## config.mk

```make
export PLATFORM = sky130hd
export DESIGN_NAME = pipe_hazard_ctrl
export DESIGN_NICKNAME = d
export VERILOG_FILES = /design/src/rtl/pipe_hazard_ctrl.sv
export SDC_FILE = /design/constraint.sdc
export NUM_CORES = 1
export LEC_CHECK = 0
export CORE_AREA = 8 8 45 47
export DETAILED_ROUTE_END_ITERATION = 8
export DIE_AREA = 0 0 53 55
export HOLD_SLACK_MARGIN = 0.06
export PLACE_DENSITY = 0.82
export SLEW_MARGIN = 25
export SYNTH_ARGS = -nofsm -noshare
export SYNTH_HDL_FRONTEND = slang
export SYNTH_SLANG_ARGS = --single-unit
```

## constraint.sdc

```tcl
create_clock -name clk -period 3.25 [get_ports clk]
set_input_delay 0.325 -clock clk [delete_from_list [all_inputs] [get_ports clk]]
set_output_delay 0.325 -clock clk [all_outputs]
set_load 0.05 [all_outputs]
```

## src/rtl/pipe_hazard_ctrl.sv

```systemverilog
// Hazard sequencer for the IF/ID, ID/EX, EX/MEM and MEM/WB buffers: load-use bubbles, jump flushes, memory wait stalls.
// Optional HAZ_PERF_EN adds saturating stall_cycles / flush_events counters.
module pipe_hazard_ctrl #(
    parameter int MEM_LAT = 0,
    parameter int CNT_W   = 4
) (
    input  logic       clk,
    input  logic       rst,
    input  logic [4:0] id_rs,
    input  logic [4:0] id_rt,
    input  logic       id_uses_rt,
    input  logic       ex_memread,
    input  logic [4:0] ex_rt,
    input  logic       mem_req,
    input  logic       wb_jump,
    output logic       pc_en,
    output logic       ifid_en,
    output logic       ifid_flush,
    output logic       idex_flush,
    output logic       exmem_en,
    output logic       exmem_flush,
    output logic       memwb_flush,
`ifdef HAZ_PERF_EN
    output logic [15:0] stall_cycles,
    output logic [15:0] flush_events,
`endif
    output logic       busy
);

    typedef enum logic {S_RUN = 1'b0, S_WAIT = 1'b1} state_t;

    localparam bit              MEM_WAITS = (MEM_LAT > 0);
    localparam logic [CNT_W-1:0] LAT_M1   = CNT_W'(MEM_LAT > 0 ? MEM_LAT - 1 : 0);

    state_t           state, nextState;
    logic [CNT_W-1:0] cnt, nextCnt;
    logic             loadUse;
    logic             memStall;

    // $zero is hardwired, so a load targeting it can never feed a consumer.
    assign loadUse = ex_memread && (ex_rt != 5'd0) &&
                     ((ex_rt == id_rs) || (id_uses_rt && (ex_rt == id_rt)));

    // Stall while the access is still counting down; the cnt==0 WAIT cycle lets it advance.
    assign memStall = ((state == S_RUN) && mem_req && MEM_WAITS) ||
                      ((state == S_WAIT) && (cnt != '0));

    always_ff @(posedge clk) begin
        if (rst) begin
            state <= S_RUN;
            cnt   <= '0;
        end else begin
            state <= nextState;
            cnt   <= nextCnt;
        end
    end

    always_comb begin
        nextState = state;
        nextCnt   = cnt;
        if (wb_jump) begin
            // The waiting access is itself flushed, so the wait is abandoned.
            nextState = S_RUN;
            nextCnt   = '0;
        end else begin
            case (state)
                S_RUN: begin
                    if (mem_req && MEM_WAITS) begin
                        nextState = S_WAIT;
                        nextCnt   = LAT_M1;
                    end
                end
                S_WAIT: begin
                    if (cnt != '0) begin
                        nextCnt = cnt - CNT_W'(1);
                    end else begin
                        nextState = S_RUN;
                    end
                end
                default: begin
                    nextState = S_RUN;
                    nextCnt   = '0;
                end
            endcase
        end
    end

    always_comb begin
        pc_en       = 1'b1;
        ifid_en     = 1'b1;
        ifid_flush  = 1'b0;
        idex_flush  = 1'b0;
        exmem_en    = 1'b1;
        exmem_flush = 1'b0;
        memwb_flush = 1'b0;
        busy        = 1'b0;
        if (rst) begin
            pc_en       = 1'b0;
            ifid_en     = 1'b0;
            exmem_en    = 1'b0;
            ifid_flush  = 1'b1;
            idex_flush  = 1'b1;
            exmem_flush = 1'b1;
            memwb_flush = 1'b1;
        end else if (wb_jump) begin
            ifid_flush  = 1'b1;
            idex_flush  = 1'b1;
            exmem_flush = 1'b1;
        end else if (memStall) begin
            // ID/EX load is gated by exmem_en, so it holds rather than bubbles.
            pc_en       = 1'b0;
            ifid_en     = 1'b0;
            exmem_en    = 1'b0;
            memwb_flush = 1'b1;
            busy        = (state == S_WAIT);
        end else if (state == S_WAIT) begin
            busy = 1'b1;
        end else if (loadUse) begin
            pc_en      = 1'b0;
            ifid_en    = 1'b0;
            idex_flush = 1'b1;
        end
    end

`ifdef HAZ_PERF_EN
    always_ff @(posedge clk) begin
        if (rst) begin
            stall_cycles <= '0;
            flush_events <= '0;
        end else begin
            if (!pc_en && (stall_cycles != 16'hFFFF)) stall_cycles <= stall_cycles + 16'd1;
            if (wb_jump && (flush_events != 16'hFFFF)) flush_events <= flush_events + 16'd1;
        end
    end
`endif

endmodule

```

==> results by stage, run 1 <==
Status:
- The run finished with clean final reports.

Run:
- Across the run, the number of max-cap violations was 0.

Pwr:
- The total power divided by cell area is 282 mW/mm^2.
- IR analysis of the VDD net gives a maximum drop of 198 uV.
- Summed over all cells, the static leakage comes to between 0.2 and 0.3 nW.

Timing:
- At the pin with the least slew margin, the transition time is 515 ps.
- The final worst-path setup slack is approximately 510 ps.
- Clock skew on the completed layout was measured at 1.66 ps.
- The worst relative slew slack is 0.656.
- The sum of negative setup slack is 0 ps.
- The minimum clock period is 2740 ps.
- In the finished design, the share of the clock period the worst path needs comes to 0.845.
- The count of pins over their slew limit came to 0.
- The upper clock frequency limit is 364 MHz.
- Setup repair after global routing left no endpoint under its margin.
- The smallest hold slack is between 500 and 600 ps.
- The number of endpoints with negative hold slack in the final report is 0.
- The number of endpoints failing setup at the final stage is 0.

Route:
- The total wirelength of the detailed-routed design is 1230 um.
- After detailed routing, the number of vias per cell comes to 4.67.
- In this run, the number of DRC markers left after iteration 0 of detailed routing was 2.
- Once detail routing completed, the nets flagged for antenna violations numbered 0.
- The count of TritonRoute iterations in the first routing pass is 4.
- Dividing the detail-routed wire length by the instance count gives 12.8 um.
- The post-detailed-route DRC marker count is 0.
- For this block, the via count after detailed routing is 448.

Place:
- The number of input and output port buffers inserted is 27.
- The congestion estimate from routability-driven global placement came to slightly above 0.8.
- Before CTS, the worst setup slack after placement is a little under 500 ps.
- The total half-perimeter wirelength after legalization and detailed placement is 1060 um.

Cells and area:
- The layout has 141 filler cells.
- In the layout the commonest cells are 27 x clkdlybuf4s50_1, 11 x xor2_1, 9 x nor2_1.
- The commonest non-fill, non-tap cell in the layout is clkdlybuf4s50_1.
- Summing all flip-flop and latch instances after layout gives 100 um^2.
- Measured on the finished design, the core utilization comes to 0.524.
- The area growth from synthesis to layout is 71.1%.
- The multi-input logic area is 290 um^2.
- The layout cell share with drive strength beyond 1 is 0.0750.
- The antenna cell count is 0.
- In the final design database the tool counted 103 nets.

Clock tree:
- Buffers inserted during clock tree synthesis total 3.
- The tree is rooted in a clkbuf_4.
- In this run, post-CTS hold repair placed 0 buffers.
- The clock passes through at most 2 buffers.
- CTS built an H-tree with a depth of 1.
- In this run the post-CTS setup repair buffer count came out at 0.
- The clock network latency to the later pin of the worst-skew pair is roughly 240 ps.
- The clock tree from TritonCTS is done.
- The number of clock sinks is 5.
- The clock-pin transition on the worst setup and hold timing paths is 40 ps.
- The post-CTS resize count is 0.

Logic synthesis:
- The synthesized net count is 73.
- The synthesized area per cell is around 8.3 um^2.
- For this run, the leading register cell type out of synthesis is dfxtp_1.
- Sorting the synthesized cells by area gives the leading types as dfxtp_1 24%, xor2_1 23%, nor2_1 8.0%.
- The synthesized design contains 5 register bits.
- In this run, distinct cell masters in the synthesized netlist total 21.
- The area share of the largest cell type after synthesis is 0.236.
- After technology mapping, the gate count stands at 51.
- The count of flip-flops with a built-in enable after synthesis is 0.
- The proportion of synthesized flip-flops having asynchronous set or reset is 0.
- In this run the cell area of the synthesized design comes to 424 um^2.
- Of all cell types, the one taking the most synthesized area is dfxtp_1.
- The Yosys step of the flow raised 0 warnings.
- The fraction of the yosys area taken by sequential cells is 0.236.

Global routing:
- For this run, the total global-route usage over all layers was measured as 0.0853.
- The initial antenna violation count is 0.
- The first global-routing pass estimated 1860 um of wire.
- The pin count of the biggest net entering global routing is 8.
- The met1 usage in global routing is 0.0807.
- The via count of the first global-routing pass was 432.
- The met3 demand-to-capacity share in global routing is 0.0588.
- In this run the most used layer during global routing was met2.
- The global-route track usage on met2 is 0.141.
- Summed over all layers, the global routing overflow is 0.

Die:
- The overall die width is 53 um.
- After floorplanning, the core was divided into 14 placement rows.
- The number of top-level design ports is 29.
- After floorplanning, the core was sized to cover 0.00138 mm^2.
- The initial utilization of the core area, before any placement, comes to 0.307.
- The vertical extent of the die is about 55 um.
- The die covers 0.00292 mm^2.

Critical path:
- The library cell contributing the largest single delay on the critical path is clkdlybuf4s50_1.
- The startpoint identified for the worst register-to-register timing path is cnt[0]$_SDFFE_PP0P_.
- The internal reg-to-reg setup slack is 1850 ps.
- The kind of launch point of the worst setup path is an input pin.
- The element type at the critical path end is a primary output.
- The worst register-to-register path ends at cnt[1]$_SDFFE_PP0P_.
- The critical path capture point is idex_flush.
- For the worst setup path, the data required time is 2920 ps.
- The most common cell type on the critical path is clkdlybuf4s50_1.
- The worst setup path is of the input pin to primary output kind.
- The critical path goes through clkdlybuf4s50_1 > xor2_1 > nor4_2 > a32oi_1 > o21ai_1 > clkdlybuf4s50_1.
- The largest driver fanout on the critical path is 3.
- Tracing the worst setup path back leads to its startpoint at ex_rt[3].
- The critical path's largest stage delay is 820 ps.
- The count of cells along the worst register-to-register path is 6.
- The arrival time at the worst endpoint is 2420 ps.

Min path:
- The type of the most critical hold path is flop to flop.
[area by class of cell]
| class | count | area share |
|---|---|---|
| Clock buffer | 4 | 0.0362 |
| Inverter | 5 | 0.0259 |
| Multi-Input combinational cell | 39 | 0.400 |
| Timing Repair Buffer | 27 | 0.372 |
| Tap cell | 16 | 0.0276 |
| Sequential cell | 5 | 0.138 |
[synth_stat cells, types with 2 or more instances]
master	n
xnor2_1	2
nor2_1	9
buf_4	2
dfxtp_1	5
nor3_1	3
inv_1	5
xor2_1	11
[logic make-up (layout without fill, tap and decap cells)]
kind of cell               count (synthesis)  in the layout  share of synthesized area
DFF                                        5              5                      0.236
and+or+nand+nor                           17             17                      0.198
muxes                                      1              1                     0.0265
xor gates and xnor gates                  13             13                      0.268
adders and majority gates                  1              1                     0.0295
AOI/OAI and AO/OA                          7              7                      0.162
buffers and inverters                      7             36                     0.0796
[flip-flops by register name, summed over array words and instances, names as in the netlist]
| signal | cells |
|---|---|
| state | 1 |
| cnt | 4 |
[stage by stage]
| stage | area, um^2 | total power (W) | cells |
|---|---|---|---|
| final | 726 | 0.000204 | 96 |
| after global routing | 726 | 0.000214 | 96 |
| after CTS | 726 | 0.000209 | 96 |
| after detailed placement | 699 | 0.000135 | 92 |
| after global placement | 699 | 0.000134 | 92 |
| after floorplan | 424 | 0.0000983 | 51 |
[worst min-delay path by stage]
stage                                   start  slack, ps  depth (start not counted)                   to
after CTS                    state$_SDFF_PP0_        580                          2     state$_SDFF_PP0_
after global placement       state$_SDFF_PP0_        540                          2     state$_SDFF_PP0_
final                        state$_SDFF_PP0_        570                          2     state$_SDFF_PP0_
after detailed placement  cnt[0]$_SDFFE_PP0P_        570                          3  cnt[0]$_SDFFE_PP0P_
after floorplan              state$_SDFF_PP0_        510                          2     state$_SDFF_PP0_
after global routing      cnt[1]$_SDFFE_PP0P_        600                          3  cnt[1]$_SDFFE_PP0P_
[per-layer routing]
metal | routed length, um | vias to the layer above | share of wire
li1 | - | 225 | -
met4 | 8 | 0 | 0.0065
met2 | 530 | 25 | 0.43
met5 | 0 | - | 0
met1 | 499 | 196 | 0.41
met3 | 191 | 2 | 0.16
[power by group]
group	switching, W	total [W]	internal [W]	leakage, nW
Combinational	0.0000355	0.0000721	0.0000366	0.220
Clock	0.0000244	0.0000707	0.0000463	0.0150
Sequential	0	0.0000616	0.0000616	0.0402
[worst max-delay path, delay by kind of cell]
kind / cells / cell delay, ps
buffers and inverters: 2 / 1310
AOI/OAI and AO/OA: 2 / 290
and+or+nand+nor: 1 / 280
xor gates and xnor gates: 1 / 200
Note: power is estimated with default switching activity, not from simulation.
==> inputs of run 2 (changes only) <==
--- a/config.mk
+++ b/config.mk
@@ -5,11 +5,11 @@
 export SDC_FILE = /design/constraint.sdc
 export NUM_CORES = 1
 export LEC_CHECK = 0
-export CORE_AREA = 8 8 45 47
+export CORE_MARGIN = 8
+export CORE_UTILIZATION = 30
 export DETAILED_ROUTE_END_ITERATION = 8
-export DIE_AREA = 0 0 53 55
 export HOLD_SLACK_MARGIN = 0.06
-export PLACE_DENSITY = 0.82
+export PLACE_DENSITY = 0.81
 export SLEW_MARGIN = 25
 export SYNTH_ARGS = -nofsm -noshare
 export SYNTH_HDL_FRONTEND = slang
==> constraint.sdc (replaced) <==
create_clock -name clk -period 2.3 [get_ports clk]
set_input_delay 0.23 -clock clk [delete_from_list [all_inputs] [get_ports clk]]
set_output_delay 0.23 -clock clk [all_outputs]
set_load 0.05 [all_outputs]
==> run 2 against run 1 <==
Compared with the run above: non-clock buffer count unchanged; die area down 1.4%; final area up 2.8%; via count up 1.1%; clock power up 39%; sequential power up 41%; largest cell class unchanged; highest routed layer unchanged.
==> results by stage, run 2 (same netlist as run 1, synthesis figures left out) <==
Status:
- Status: complete, no violations (unchanged).

Global routing:
- The pin count of the biggest net entering global routing came to 8 (unchanged).
- The first-pass GRT wire length came to 1950 um (was 1860 um).
- The overall track demand over capacity in global routing is 0.0898 (was 0.0853).
- The via count of the first global-routing pass is 457 (was 432).
- The sum of overflow across all layers after global routing is 0 (unchanged).
- The met1 usage in global routing is 0.0893 (was 0.0807).
- The initial antenna violation count is 0 (unchanged).
- The global-route track usage on met2 is 0.154 (was 0.141).
- The met3 demand-to-capacity share in global routing is 0.0386 (was 0.0588).
- The most used routing layer is met2 (unchanged).

Clock tree:
- The number of setup buffers added after CTS is 0 (unchanged).
- The number of clock sinks was 5 (unchanged).
- The clock-pin transition on the worst setup and hold timing paths was 40 ps (about the same).
- The count of hold-fix buffers inserted at cts came to 0 (unchanged).
- The H-tree depth is 1 (unchanged).
- The number of buffers on the longest clock path came to 2 (unchanged).
- The clock network latency to the later pin of the worst-skew pair was 240 ps (about the same).
- The CTS buffer count is 3 (unchanged).
- The clock root buffer is clkbuf_4 (unchanged).
- The post-CTS resize count came to 0 (unchanged).
- The clock tree from TritonCTS was done (unchanged).

Critical path:
- The arrival time at the worst endpoint is 1810 ps (was 2420 ps).
- The critical path's largest stage delay is 350 ps (was 820 ps).
- Sequence of cells on the critical path: inv_1 > ha_1 > inv_1 > o31ai_4 > o21bai_2 > o21ba_1 > buf_12 (was clkdlybuf4s50_1 > xor2_1 > nor4_2 > a32oi_1 > o21ai_1 > clkdlybuf4s50_1).
- The count of buffer and inverter cells on the critical path is 3 (was 2).
- The start-to-end type of the worst setup path is flop to primary output (was input pin to primary output).
- The kind of cell with the highest combined delay on the critical path is compound AO/OA/AOI/OAI gates (was buffers and inverters).
- The element type at the critical path end is a primary output (unchanged).
- The kind of launch point of the worst setup path is a flop (was input pin).
- The library cell contributing the largest single delay on the critical path is o21ba_1 (was clkdlybuf4s50_1).
- The most common cell type on the critical path was inv_1 (was clkdlybuf4s50_1).
- The required arrival time at the worst endpoint is 2070 ps (was 2920 ps).
- The largest driver fanout on the critical path was 4 (was 3).

Timing:
- The minimum clock period is slightly above 2000 ps.
- The post-route fraction of the period consumed by the critical path is 0.889.
- The sum of negative setup slack is 0 ps (unchanged).
- The count of pins over their slew limit was 0 (unchanged).
- The number of endpoints with negative hold slack in the final report came to 0 (unchanged).
- The final worst-path setup slack was 255 ps (was 505 ps).
- The upper clock frequency limit is 489 MHz.
- The transition time at the pin with the least slew margin is 410 ps (was 515 ps).
- The worst clock skew came to 0.919 ps (was 1.66 ps).
- The number of endpoints failing setup at the final stage is 0 (unchanged).
- The worst relative slew slack is 0.723 (was 0.656).
- RSZ-0062 raised after global routing: no (unchanged).

Pwr:
- The total power divided by cell area is 396 mW/mm^2 (was 282 mW/mm^2).
- The total power of the final layout is 0.000295 W (was 0.000204 W).
- The net switching share of the total power came to 0.290 (was 0.293).
- The leakage power total was 0.300 nW (was 0.275 nW).
- The register share of total power came to 0.295 (was 0.301).
- The worst IR drop on VDD was 256 uV (was 198 uV).
- The clock network fraction of total power came to 0.333 (was 0.346).
- The part of the total power dissipated in combinational logic is 0.371 (was 0.353).
- The internal power of the cells is 0.000210 W (was 0.000145 W).
- The switching power total is 0.0000854 W (was 0.0000599 W).

Cells and area:
- The layout cell share with drive strength beyond 1 came to 0.188 (was 0.0750).
- The commonest non-fill, non-tap cell in the layout is clkdlybuf4s50_1 (unchanged).
- The utilization after layout was 0.566 (was 0.524).
- Commonest cells after routing, fill and taps aside: 19 x clkdlybuf4s50_1, 11 x xor2_1, 9 x nor2_1 (was 27 x clkdlybuf4s50_1, 11 x xor2_1, 9 x nor2_1).
- Largest registers: cnt x4, state x1 (unchanged).
- The antenna cell count is 0 (unchanged).
- The number of flip-flops under the largest register name is 4 (unchanged).
- The synthesis-to-finish area growth is 75.8% (was 71.1%).
- The number of nets in the finished design is 103 (unchanged).
- The register bank with the most flops was cnt (unchanged).

Run:
- The max-capacitance violation count came to 0 (unchanged).

Place:
- The number of input and output port buffers inserted is 27 (unchanged).
- The weighted congestion at the end of routability-driven global placement was 0.779 (was 0.806).
- The total half-perimeter wirelength after legalization and detailed placement is 1060 um (about the same).
- The post-placement setup slack came to 289 ps (was 482 ps).

Die:
- The overall die width is 53.6 um (was 53 um).
- The core footprint came to 0.00132 mm^2 (was 0.00138 mm^2).
- The vertical extent of the die was 53.6 um (was 55 um).
- The starting density of the core is 0.322 (was 0.307).
- The number of core rows came to 13 (was 14).
- The number of top-level design ports is 29 (unchanged).
- The die footprint is 0.00287 mm^2 (was 0.00292 mm^2).

Route:
- The number of DRC markers in iteration 0 is 3 (was 2).
- The total via count after detailed routing was 453 (was 448).
- The final antenna-violating net count came to 0 (unchanged).
- The count of TritonRoute iterations in the first routing pass was 2 (was 4).
- The total wirelength of the detailed-routed design was 1250 um (was 1230 um).
- The average vias per placed instance is 4.77 (was 4.67).
- The post-detailed-route DRC marker count is 0 (unchanged).
- The wire length per cell after detailed routing came to 13.2 um (was 12.8 um).

Min path:
- The type of the most critical hold path is flop to flop (unchanged).
-- run 2: changes by cell type in the layout (fill, tap and decap cells not counted) --
| cell | delta |
|---|---|
| o21bai_2 | +1 |
| o21bai_1 | -1 |
| clkdlybuf4s50_1 | -8 |
| buf_12 | +3 |
| buf_4 | +5 |
-- run 2: metal layers --
metal | up-vias | routed length [um] | part of all wire
met5 | - | 0 | 0
met4 | 0 | 11 | 0.0088
met3 | 2 | 176 | 0.14
met2 | 23 | 583 | 0.47
met1 | 200 | 478 | 0.38
li1 | 228 | - | -
-- run 2: final timing paths --
| path | startpoint | cells past startpoint | end | slack, ps |
|---|---|---|---|---|
| max | cnt[0]$_SDFFE_PP0P_ | 7 | ifid_en | 260 |
| min | state$_SDFF_PP0_ | 2 | state$_SDFF_PP0_ | 580 |
| max reg2reg | cnt[0]$_SDFFE_PP0P_ | 6 | cnt[1]$_SDFFE_PP0P_ | 850 |
| min reg2reg | state$_SDFF_PP0_ | 2 | state$_SDFF_PP0_ | 580 |
-- run 2: cell type report --
cell class              count  area, um^2
clock buffers               4        26.3
multi-input cells          39         294
flip-flops and latches      5         100
well taps                  15        18.8
fillers                   126         572
repair buffers             27         288
inverters                   5        18.8
-- run 2: stage by stage --
stage	instance area, um^2	hold slack (ps)	std cells
2_1_floorplan	428	515	51
3_3_place_gp	719	553	91
3_5_place_dp	719	570	91
4_1_cts	746	577	95
5_1_grt	746	610	95
6_report	746	577	95
-- run 2: worst min-delay path: cells and delay by family (launching register included) --
family / cells / cell delay, ps
flops: 1 / 370
compound gates: 1 / 120
simple gates: 1 / 40
-- run 2: power by group through the flow --
stage | clock network (W) | registers (W) | logic (W)
finish | 0.0000983 | 0.0000871 | 0.000110
global route | 0.000113 | 0.0000867 | 0.000116
global placement | 0 | 0.0000885 | 0.000108
floorplan | 0 | 0.0000885 | 0.0000508
CTS | 0.000103 | 0.0000870 | 0.000111
detailed placement | 0 | 0.0000885 | 0.000110
==> patch 1: new RTL, config.mk and constraints of run 1 <==
`CNT_W`: 4 -> 6.
--- a/src/rtl/pipe_hazard_ctrl.sv
+++ b/src/rtl/pipe_hazard_ctrl.sv
@@ -3,5 +3,5 @@
 module pipe_hazard_ctrl #(
     parameter int MEM_LAT = 0,
-    parameter int CNT_W   = 4
+    parameter int CNT_W   = 6
 ) (
     input  logic       clk,
Check against the original RTL: no difference found for any inputs over 10 cycles, from zero or initial values; that may be too few to reach the edited logic, so the function may still have changed.
==> patch 1 against run 1 <==
- total power rose by 14%
- sequential cell count rose by 2
- cell area rose by 14%
- worst setup slack got worse by 0.048 ns
- register-to-register slack got worse by 0.09 ns
- routed wire length rose by 13%
- first-iteration DRC count rose by 50%
- area after synthesis rose by 25%
- largest cell class unchanged
- highest routed layer unchanged
==> patch 1: results (changes against run 1) <==
status -> finished, final reports clean
Port Buffer Count -> 27 (unchanged)
placed inst area -> 801 um^2 (+14%)
post-synthesis sequential area ratio -> 26.4% (+2.8 points)
WL/cell -> 12.6 um (-1.5%)
Ant. Diodes -> 0 (unchanged)
post-synthesis mux area share -> 2.12% (-0.53 points)
Fillers -> 132 (-6.4%)
clock slew at reported path FFs -> 0.05 ns
Pwr Density -> 281 nW/um^2 (-0.14%)
vias in the first global route -> 523 (+21%)
final setup skew -> 0.00320 ns (+0.00154 ns)
Arr. time, crit path -> 2.47 ns (+0.05 ns)
root buf cell -> clkbuf_4
M1 WL -> 636 um (+27%)
Initial DRC Count -> 3 (+1)
CP max FO -> 3 (unchanged)
max reg flops -> 6 (+2)
met1 Use GR -> 10.7% (+2.6 points)
Least-Margin Pin Slew -> 0.507 ns (-0.00783 ns)
Synth top cells by count -> xor2_1 (12), nor2_1 (10), dfxtp_1 (7)
total clock buffers created by CTS -> 3 (unchanged)
Post-DP HPWL -> 1.15 mm (+8.9%)
class of the worst hold path -> reg -> reg
first-pass GRT wire length -> 2.23 mm (+20%)
Adder-Cell Fraction of Synth Area -> 4.72% (+1.8 points)
M2 GR Usage -> 16.8% (+2.7 points)
top cells by area, synth -> dfxtp_1 (26%), xor2_1 (20%), nor2_1 (7.1%)
Synth Area in Compound Gates -> 14.6% (-1.6 points)
max layer used -> met4
WL met3 -> 186 um (-2.6%)
H-tree depth -> 1 (unchanged)
initial antenna violation count -> 0 (unchanged)
Vias -> 536 (+20%)
drt pass-1 iters -> 2 (-2)
Layout Cells excl Fill -> 110 (+15%)
Post-synth ARST share -> 0% (unchanged)
syn_area_per_cell -> 8.16 um^2 (-1.9%)
GR Util met3 -> 4.01% (-1.9 points)
Synth Net Count -> 88 (+21%)
synth unique cells -> 25 (+19%)
post-CTS setup buffer count -> 0 (unchanged)
layout cell share with drive strength beyond 1 -> 7.45% (-0.053 points)
Tot GR Track Use -> 10.3% (+1.8 points)
Post-Synth XOR/XNOR Area -> 23.1% (-3.7 points)
Largest regs -> cnt (6), state (1)
Leak Pwr -> 0.000318 uW (+16%)
YS warnings -> 0 (unchanged)
gpl congestion -> 0.836 (+3.7%)
Synth Flop Type -> dfxtp_1
max-slew violation count -> 0 (unchanged)
metal2 WL -> 541 um (+2.1%)
Post-layout nets -> 118 (+15%)
clock tree buffer depth -> 2 (unchanged)
largest net degree at the start of global routing -> 10 (+2)
clk_lat worst skew -> 0.25 ns
post-cts resize count -> 0 (unchanged)
Max rail drop VDD -> 0.204 mV (+2.9%)
[patch 1: cell types whose count changed after synthesis, sizes merged, moves of 2 or more]
cell	delta
o21ai	+3
dfxtp	+2
o211ai	+2
or3	+2
[patch 1: final cells by class]
class | instances | area share, %
Timing Repair Buffer | 27 | 32.1
Inverter | 6 | 2.72
Sequential cell | 7 | 16.9
Clock buffer | 4 | 3.18
Multi-Input combinational cell | 50 | 42.7
Tap cell | 16 | 2.42
[patch 1: final timing paths]
check	cells past startpoint	slack [ns]	start	endpoint
worst max register to register	6	1.76	cnt[0]	cnt[4]
worst min-delay path	2	0.50	cnt[5]	cnt[5]
worst max-delay path	6	0.46	ex_rt[4]	idex_flush
worst min register to register	2	0.50	cnt[5]	cnt[5]
[patch 1: worst max-delay path, stage by stage]
cell and delay, ns:
clkdlybuf4s50_1 0.47, xor2_1 0.18, nor4_1 0.32, a32oi_1 0.17
o21ai_0 0.17, clkdlybuf4s50_1 0.83
[patch 1: through the flow]
step                      total power (uW)  hold slack (ns)  util [%]  setup slack [ns]
after detailed placement               158            0.489      57.9             0.449
after global routing                   246            0.529      59.8             0.393
final                                  233            0.500      59.8             0.457
after CTS                              237            0.505      59.8             0.453
after global placement                 158            0.490      57.9             0.463
after floorplan                        122            0.470         -             0.947
[patch 1: power breakdown]
part           switching [uW]  internal, uW  leakage, uW  total, uW
sequential                  0          86.0    0.0000563       86.0
clock                    29.4          46.7    0.0000150       76.1
combinational            35.2          35.3     0.000247       70.5
total                    64.7           168     0.000318        233
[patch 1: cells by family (layout without fill, tap and decap cells)]
kind of cell | Yosys count | after routing
buffers and inverters | 8 | 37
multiplexers | 1 | 1
AO/OA/AOI/OAI | 10 | 10
flip-flops | 7 | 7
XOR/XNOR | 14 | 14
AND/OR/NAND/NOR | 23 | 23
adder cells (fa/ha/maj) | 2 | 2
==> patch 2: new RTL, flow settings as in run 1 <==
Without the edit above. Put a register stage on the output `ifid_en`. The value now appears one clock later. The other outputs are not delayed to match.
--- a/src/rtl/pipe_hazard_ctrl.sv
+++ b/src/rtl/pipe_hazard_ctrl.sv
@@ -32,4 +32,6 @@
     localparam bit              MEM_WAITS = (MEM_LAT > 0);
     localparam logic [CNT_W-1:0] LAT_M1   = CNT_W'(MEM_LAT > 0 ? MEM_LAT - 1 : 0);
+
+    logic ifid_en_d;
 
     state_t           state, nextState;
@@ -88,5 +90,5 @@
     always_comb begin
         pc_en       = 1'b1;
-        ifid_en     = 1'b1;
+        ifid_en_d   = 1'b1;
         ifid_flush  = 1'b0;
         idex_flush  = 1'b0;
@@ -97,5 +99,5 @@
         if (rst) begin
             pc_en       = 1'b0;
-            ifid_en     = 1'b0;
+            ifid_en_d   = 1'b0;
             exmem_en    = 1'b0;
             ifid_flush  = 1'b1;
@@ -110,5 +112,5 @@
             // ID/EX load is gated by exmem_en, so it holds rather than bubbles.
             pc_en       = 1'b0;
-            ifid_en     = 1'b0;
+            ifid_en_d   = 1'b0;
             exmem_en    = 1'b0;
             memwb_flush = 1'b1;
@@ -118,5 +120,5 @@
         end else if (loadUse) begin
             pc_en      = 1'b0;
-            ifid_en    = 1'b0;
+            ifid_en_d  = 1'b0;
             idex_flush = 1'b1;
         end
@@ -135,4 +137,8 @@
 `endif
 
+    always_ff @(posedge clk) begin
+        ifid_en <= ifid_en_d;
+    end
+
 endmodule
 
Check against the original RTL: not equivalent (a bounded check fails within 4 cycles, from zero or initial values).
==> patch 2 against run 1 <==
- total power rose by 7.4%
- maximum frequency grew 0.41%
- synthesized cell count is the same
- critical path depth up 1
- cell area grew 0.86%
- die area unchanged
- routed wire length is 2.4% higher
- worst setup slack improved by 0.011 ns
- sequential cell count increased by 1
- area after synthesis is 1.5% higher
- first-iteration DRC count is the same
- clock skew up 0.0038 ns
- critical endpoint is now pc_en
==> patch 2: results (changes against run 1) <==
status -> finished, final reports clean
slowest stage delay, CP -> 0.86 ns (+0.04 ns)
post-cts resize count -> 0 (unchanged)
HP Start -> cnt[1]
Adder-Cell Fraction of Synth Area -> 2.91% (-0.043 points)
root buf cell -> clkbuf_4
Post-Synth XOR/XNOR Area -> 26.5% (-0.39 points)
top cells by area, synth -> dfxtp_1 (28%), xnor2_1 (22%), nor2_1 (7.0%)
Fillers -> 143 (+1.4%)
Ant. Diodes -> 0 (unchanged)
pre-CTS setup slack -> 0.581 ns (+0.0985 ns)
largest net degree at the start of global routing -> 10 (+2)
sink of the worst hold path -> cnt[1]
total clock buffers created by CTS -> 3 (unchanged)
CP max FO -> 4 (+1)
drt pass-1 iters -> 2 (-2)
Synth top cells by count -> xnor2_1 (11), nor2_1 (8), dfxtp_1 (6)
Tot GR Track Use -> 9.95% (+1.4 points)
layout cell share with drive strength beyond 1 -> 7.59% (+0.095 points)
Leak Pwr -> 0.000258 uW (-6.2%)
Worst Hold Depth -> 3 (+1)
Total Routed Length -> 1.26 mm (+2.4%)
clock slew at reported path FFs -> 0.05 ns
Post-synth ARST share -> 0% (unchanged)
RR Endpoint -> cnt[1]
Worst slew margin -> 65.7% (+0.15 points)
Post-DP HPWL -> 1.05 mm (-0.54%)
vias in the first global route -> 490 (+13%)
gpl congestion -> 0.795 (-1.4%)
Max rail drop VDD -> 0.183 mV (-7.7%)
final setup skew -> 0.00551 ns (+0.00385 ns)
Via density -> 4.54 (-2.8%)
post-synthesis sequential area ratio -> 27.9% (+4.3 points)
Post-synth EDFFs -> 0 (unchanged)
Post-layout nets -> 103 (unchanged)
clk_lat worst skew -> 0.25 ns
Synth Area in Compound Gates -> 17.2% (+0.93 points)
H-tree depth -> 1 (unchanged)
post-synthesis mux area share -> 2.62% (-0.039 points)
Port Buffer Count -> 27 (unchanged)
post-CTS setup buffer count -> 0 (unchanged)
worst reg2reg path depth -> 6 (unchanged)
first-pass GRT wire length -> 2.10 mm (+13%)
Largest regs -> cnt (4), ifid_en (1), state (1)
synth unique cells -> 21 (unchanged)
==> patch 2: layer usage <==
metal / global-route usage [%] / vias to the layer above / wire, um
li1: - / 228 / -
met5: 0 / - / 0
met4: 6.47 / 0 / 15
met3: 4.55 / 2 / 118
met2: 17.6 / 16 / 624
met1: 9.13 / 185 / 502
==> patch 2: worst reg2reg max path, cell delays in order, from the launching register on <==
cell	delay, ns
dfxtp_1	0.30
inv_1	0.08
ha_1	0.18
inv_1	0.08
o31ai_4	0.27
mux2_1	0.35
nor2_1	0.08
==> patch 2: power by group <==
part | switching, uW | internal (uW) | total [uW]
logic | 34.7 | 39.3 | 74.0
registers | 0.164 | 74.5 | 74.7
clock network | 28.9 | 41.9 | 70.9
==> patch 2: worst max path at each step <==
stage / start / endpoint / slack (ns) / cells past startpoint
3_5_place_dp: ex_rt[0] / idex_flush / 0.58 / 6
2_1_floorplan: cnt[0] / pc_en / 0.89 / 6
3_3_place_gp: ex_rt[0] / idex_flush / 0.59 / 6
4_1_cts: cnt[0] / pc_en / 0.46 / 7
6_report: cnt[0] / pc_en / 0.52 / 7
5_1_grt: cnt[0] / pc_en / 0.35 / 7
==> patch 2: area by class of cell <==
| class | instances | area, um^2 | area share (%) |
|---|---|---|---|
| multi-input combinational | 38 | 280 | 38.3 |
| clock buffer | 3 | 22.5 | 3.08 |
| sequential | 6 | 120 | 16.4 |
| timing repair buffer | 27 | 270 | 36.9 |
| inverter | 5 | 18.8 | 2.56 |
| tap | 16 | 20.0 | 2.74 |
==> patch 2: stage by stage <==
stage | hold slack [ns] | std cells | cell area, um^2 | utilization (%)
global placement | 0.543 | 92 | 709 | 51.3
detailed placement | 0.558 | 92 | 709 | 51.3
floorplan | 0.516 | 51 | 430 | -
CTS | 0.565 | 95 | 732 | 52.9
finish | 0.561 | 95 | 732 | 52.9
global route | 0.588 | 95 | 732 | 52.9
==> patch 2: logic make-up after synthesis <==
group	count (synthesis)
buffers and inverters	7
xor gates and xnor gates	13
and+or+nand+nor	16
adders and majority gates	1
DFF	6
AOI/OAI and AO/OA	7
muxes	1
